$ cat src/rtl/run_timer.sv
// run_timer: game-time keeper for the dino game.
// Counts vsync frames during a run, keeps elapsed time as packed BCD mm:ss,
// latches the best run and drives the SevenSegment digit bus and enables.
// vsync comes from pclk, which is a divided copy of clk, so it is already
// synchronous to clk and needs only an edge detector.
module run_timer #(
    parameter int FRAMES_PER_SEC = 60,
    parameter int BLINK_FRAMES   = 30
) (
    input  logic        clk,
    input  logic        rst,
    input  logic        vsync,
    input  logic        game_active,
    input  logic        game_start,
    input  logic        show_best,
    output logic [15:0] nums,
    output logic [3:0]  digit_en,
    output logic        new_record
);

    typedef enum logic [1:0] {
        IDLE,
        RUNNING,
        STOPPED
    } state_t;

    localparam logic [5:0]  FRAME_LAST = 6'(FRAMES_PER_SEC - 1);
    localparam logic [5:0]  BLINK_LAST = 6'(BLINK_FRAMES - 1);
    localparam logic [15:0] CUR_MAX    = 16'h9959;

    state_t      state;
    logic        vs_q;
    logic        ga_q;
    logic [5:0]  frame_cnt;
    logic [5:0]  blink_cnt;
    logic        blink_on;
    logic [15:0] cur;
    logic [15:0] best;

    logic tick;
    logic ga_fall;

    assign tick    = vsync & ~vs_q;
    assign ga_fall = ga_q & ~game_active;

    // One-second BCD increment of mm:ss; the caller stops at 99:59.
    function automatic logic [15:0] bcd_inc(input logic [15:0] t);
        logic [15:0] r;
        r = t;
        if (t[3:0] == 4'd9) begin
            r[3:0] = 4'd0;
            if (t[7:4] == 4'd5) begin
                r[7:4] = 4'd0;
                if (t[11:8] == 4'd9) begin
                    r[11:8]  = 4'd0;
                    r[15:12] = t[15:12] + 4'd1;
                end else begin
                    r[11:8] = t[11:8] + 4'd1;
                end
            end else begin
                r[7:4] = t[7:4] + 4'd1;
            end
        end else begin
            r[3:0] = t[3:0] + 4'd1;
        end
        return r;
    endfunction

    // Delayed copies of vsync and game_active for edge detection.
    always_ff @(posedge clk) begin
        if (rst) begin
            vs_q <= 1'b0;
            ga_q <= 1'b0;
        end else begin
            vs_q <= vsync;
            ga_q <= game_active;
        end
    end

    // Run FSM: time counting, best-time latch and new-record blink timing.
    always_ff @(posedge clk) begin
        if (rst) begin
            state      <= IDLE;
            cur        <= 16'h0000;
            best       <= 16'h0000;
            frame_cnt  <= 6'd0;
            blink_cnt  <= 6'd0;
            blink_on   <= 1'b1;
            new_record <= 1'b0;
        end else begin
            case (state)
                IDLE: begin
                    cur       <= 16'h0000;
                    frame_cnt <= 6'd0;
                    if (game_start) begin
                        state      <= RUNNING;
                        new_record <= 1'b0;
                        blink_cnt  <= 6'd0;
                        blink_on   <= 1'b1;
                    end
                end

                RUNNING: begin
                    if (game_start) begin
                        cur       <= 16'h0000;
                        frame_cnt <= 6'd0;
                    end else if (ga_fall) begin
                        state <= STOPPED;
                        if (cur > best) begin
                            best       <= cur;
                            new_record <= 1'b1;
                        end
                    end else if (tick) begin
                        if (frame_cnt == FRAME_LAST) begin
                            frame_cnt <= 6'd0;
                            if (cur != CUR_MAX) begin
                                cur <= bcd_inc(cur);
                            end
                        end else begin
                            frame_cnt <= frame_cnt + 6'd1;
                        end
                    end
                end

                STOPPED: begin
                    if (game_start) begin
                        state      <= RUNNING;
                        cur        <= 16'h0000;
                        frame_cnt  <= 6'd0;
                        new_record <= 1'b0;
                        blink_cnt  <= 6'd0;
                        blink_on   <= 1'b1;
                    end else if (new_record && tick) begin
                        if (blink_cnt == BLINK_LAST) begin
                            blink_cnt <= 6'd0;
                            blink_on  <= ~blink_on;
                        end else begin
                            blink_cnt <= blink_cnt + 6'd1;
                        end
                    end
                end

                default: state <= IDLE;
            endcase
        end
    end

    // Registered display mux and digit enables for the SevenSegment driver.
    always_ff @(posedge clk) begin
        if (rst) begin
            nums     <= 16'h0000;
            digit_en <= 4'hF;
        end else begin
            nums <= (show_best && state != RUNNING) ? best : cur;
            if (show_best) begin
                digit_en <= 4'hF;
            end else if (state == STOPPED && new_record) begin
                digit_en <= blink_on ? 4'hF : 4'h0;
            end else begin
                digit_en <= 4'hF;
            end
        end
    end

endmodule

$ cat config.mk
export PLATFORM = sky130hd
export DESIGN_NAME = run_timer
export DESIGN_NICKNAME = d
export VERILOG_FILES = /design/src/rtl/run_timer.sv
export SDC_FILE = /design/constraint.sdc
export NUM_CORES = 1
export LEC_CHECK = 0
export BUFFER_PORTS_ARGS = -buffer_cell sky130_fd_sc_hd__buf_2
export CORE_UTILIZATION = 60
export DETAILED_ROUTE_END_ITERATION = 7
export PLACE_DENSITY = 0.81
export SLEW_MARGIN = 20
export SYNTH_ARGS = -nofsm -noshare
export SYNTH_HDL_FRONTEND = slang
export SYNTH_SLANG_ARGS = --single-unit
$ cat constraint.sdc
create_clock -name clk -period 2.9 [get_ports clk]
set_input_delay 0.145 -clock clk [delete_from_list [all_inputs] [get_ports clk]]
set_output_delay 0.145 -clock clk [all_outputs]
set_load 0.02 [all_outputs]
==> flow_metrics.env <==
export IMPL_outcome="complete, no violations"
export IMPL_setup_viol=0
export IMPL_min_period_ns=2.39
export IMPL_finalWorstSetupSlack_ns=0.514
export IMPL_power_density_nw_per_um2=463
export IMPL_dpl_cell_area_um2=3840
export IMPL_synth_nets=470
export IMPL_crit_path_end="cur[15]"
export IMPL_via_per_inst=6.06
export IMPL_finalClockSkew_ns=0.00982
export IMPL_clock_path_buffers=2
export IMPL_syn_avg_cell_area_um2=8.49
export IMPL_ys_flop_type="dfxtp_1"
export IMPL_cts_tree="built"
export IMPL_arrival_ns=2.63
export IMPL_critical_path_buf_inv_count=0
export IMPL_die_w_um=80.7
export IMPL_hpwl_um=5480
export IMPL_clock_latency_ns=0.36
export IMPL_antenna_left=0
export IMPL_critPathMaxFanout=11
export IMPL_comb_power_share_pct=7.7
export IMPL_gp_congestion=0.905
export IMPL_route_detailed_drc=0
export IMPL_ys_seq_elements=67
export IMPL_clk_pin_slew_ns=0.08
export IMPL_grt_max_degree=47
export IMPL_required_ns=3.14
export IMPL_track_usage_pct=27.2
export IMPL_tightest_slew_ns=0.865
export IMPL_worstHoldPathType="primary input to flip-flop"
export IMPL_r2r_setup_slack_ns=0.51
export IMPL_p_leak_uw=0.00157
export IMPL_io_pin_count=27
export IMPL_wl_met2_um=3780
export IMPL_place_inst=522
export IMPL_seq_area_frac_synth_pct=36.1
export IMPL_netlist_top_cells_area="dfxtp_1 36%, ha_1 9.1%, a21oi_1 6.2%"
export IMPL_synth_edf_count=0
export IMPL_reg2reg_from="cur[0]"
export IMPL_drt_first_pass_iters=5
export IMPL_synth_cell_types=60
export IMPL_synth_top_area_share_pct=36.1
export IMPL_route_met3_wl_um=439
export IMPL_tns_ns=0
export IMPL_synth_cells=437
export IMPL_cp_top_family="simple AND/OR/NAND/NOR gates"
export IMPL_cts_buffers=9
export IMPL_postCtsResizedCells=0
export IMPL_wirelength_um=8200
export IMPL_synthToLayoutAreaGrowth_pct=8.73
export IMPL_pre_cts_ws_ns=0.571
export IMPL_grt_pass1_vias=2968
export IMPL_dieArea_um2=6510
export IMPL_cp_slowest_cell="or4_4"
export IMPL_max_slew_margin_pct=42.0
export IMPL_gr_total_overflow=0
export IMPL_critPathKind="flip-flop to flip-flop"
export IMPL_yosysWarnings=0
export IMPL_design_area_um2=4040
export IMPL_htreeDepth=3
export IMPL_peakVddDrop_v=0.000330
export IMPL_drv_cap=0
export IMPL_ff2ff_path_depth=6
export IMPL_pwr_share_seq_pct=50.4
export IMPL_async_flop_share_pct=0
export IMPL_start_util_pct=62.3
export IMPL_timing_rr_end="cur[15]"
export IMPL_crit_path_start_kind="flip-flop"
export IMPL_synth_top_area_cell="dfxtp_1"
export IMPL_switching_power_uw=474
export IMPL_clockRootBuffer="clkbuf_8"
export IMPL_slew_viol_final=0
export IMPL_power_internal_uw=1390
export IMPL_rows=28
export IMPL_cts_setup_buffers=0
export IMPL_final_cells=538
export IMPL_fmax_mhz=419
export IMPL_worstSetupStartpoint="cur[0]"
export IMPL_swShare_pct=25.4
export IMPL_cp_depth=6
export IMPL_cts_sinks=67
export IMPL_first_iter_violations=328
export IMPL_routed_via_count=3260
export IMPL_cp_slowest_stage_delay_ns=0.62
export IMPL_final_nets=491
export IMPL_hold_viol=0
export IMPL_end_kind="flip-flop"
export IMPL_n_antenna_cell=0
export IMPL_synth_area_um2=3710
export IMPL_drive_gt1_share_pct=13.2
export IMPL_cts_hold_buf=0
export IMPL_top_layer="met4"
export IMPL_grt_first_pass_wirelength_um=13400
export IMPL_rsz0062_at_grt="false"
export IMPL_die_h_um=80.7
export IMPL_core_area_um2=5960
export IMPL_antenna_found_initial=0
export IMPL_m1WireLength_um=3700
export IMPL_numPortBuffers=26
export IMPL_period_share_pct=82.3
export IMPL_wl_per_cell_um=15.2
export IMPL_power_share_clock_pct=41.9
export IMPL_cp_cell_sequence="ha_1, nand3b_4, or3_4, or4_4, nand4_1, o22ai_1"
power by group through the flow:
| stage | clock, µW | sequential (µW) | combinational, µW |
|---|---|---|---|
| after floorplan | 0 | 959 | 111 |
| after global placement | 0 | 961 | 135 |
| after detailed placement | 0 | 962 | 139 |
| after CTS | 791 | 941 | 140 |
| after global routing | 836 | 942 | 155 |
| final | 783 | 941 | 143 |
worst min path at each step:
stage	startpoint	end	slack [ns]	depth (start not counted)
4_1_cts	game_active	ga_q	0.01	2
5_1_grt	show_best	digit_en[2]	0.04	3
3_5_place_dp	game_active	ga_q	0.38	2
6_report	show_best	digit_en[2]	0.02	3
3_3_place_gp	game_active	ga_q	0.37	2
2_1_floorplan	show_best	digit_en[2]	0.25	2
registers in the layout, summed over array words and instances, names as in the netlist:
name	cells
best	16
blink_cnt	6
blink_on	1
cur	16
digit_en	1
frame_cnt	6
ga_q	1
new_record	1
nums	16
state	2
vs_q	1
synth_stat cells (all sizes together) (3+ instances only):
library cell,n
nand3b,3
nor3b,4
nor2b,7
or3,3
a21oi,47
nand2,47
nand3,10
mux2i,16
buf,14
dfxtp,67
o31ai,13
inv,24
nor3,8
ha,27
or4,3
a211oi,3
a41oi,3
nor4,6
xor2,3
o21ai,9
nor2,23
and3,3
nand4,22
and2,4
nand2b,34
o22ai,3
clkbuf,9
kinds of logic after synthesis:
family                   Yosys count  synth area share (%)
AND/OR/NAND/NOR                  185                  27.8
AO/OA/AOI/OAI                     90                  14.8
flip-flops                        67                  36.1
buffers and inverters             48                  6.91
adder cells (fa/ha/maj)           27                  9.10
multiplexers                      16                  4.31
XOR/XNOR                           4                 0.944
per-layer routing:
layer	vias up	GRT usage (%)
met4	0	14.1
met2	118	44.4
li1	1589	-
met5	-	0
met3	30	6.14
met1	1523	33.2
worst reg2reg max path, delay by kind of cell, from the launching register on:
kind | cells | cell delay (ns)
AO/OA/AOI/OAI | 1 | 0.11
adder cells (fa/ha/maj) | 1 | 0.28
flip-flops | 1 | 0.48
AND/OR/NAND/NOR | 4 | 1.39
per-stage QoR:
step / hold slack (ns) / power, µW / utilization [%]
2_1_floorplan: 0.248 / 1070 / -
3_3_place_gp: 0.369 / 1100 / 64.5
3_5_place_dp: 0.377 / 1100 / 64.5
4_1_cts: 0.0113 / 1870 / 67.8
5_1_grt: 0.0350 / 1930 / 67.8
6_report: 0.0204 / 1870 / 67.8
cell type report:
type,instances,area [µm²]
clock buffer,11,141
clock inverter,5,52.6
fill,465,1920
inverter,24,90.1
multi-input combinational,322,2110
sequential,67,1340
tap,75,93.8
timing repair buffer,34,203
cells in the final DEF, fill, tap and decap left out, types with 4 or more instances in the layout:
cell / Yosys / routed
dfxtp_1: 67 / 67
o21ai_0: 7 / 7
nor3_1: 7 / 7
nand3_1: 10 / 10
nor4_1: 5 / 5
nand2b_1: 34 / 34
mux2i_1: 16 / 16
nor3b_1: 4 / 4
a21oi_1: 46 / 46
nand4_1: 22 / 22
nor2b_1: 7 / 7
inv_1: 24 / 24
buf_4: 5 / 7
clkbuf_8: 0 / 10
ha_1: 27 / 27
nand2_1: 47 / 47
o31ai_1: 13 / 13
buf_2: 3 / 26
nor2_1: 23 / 23
(Power assumes the default switching activity.)
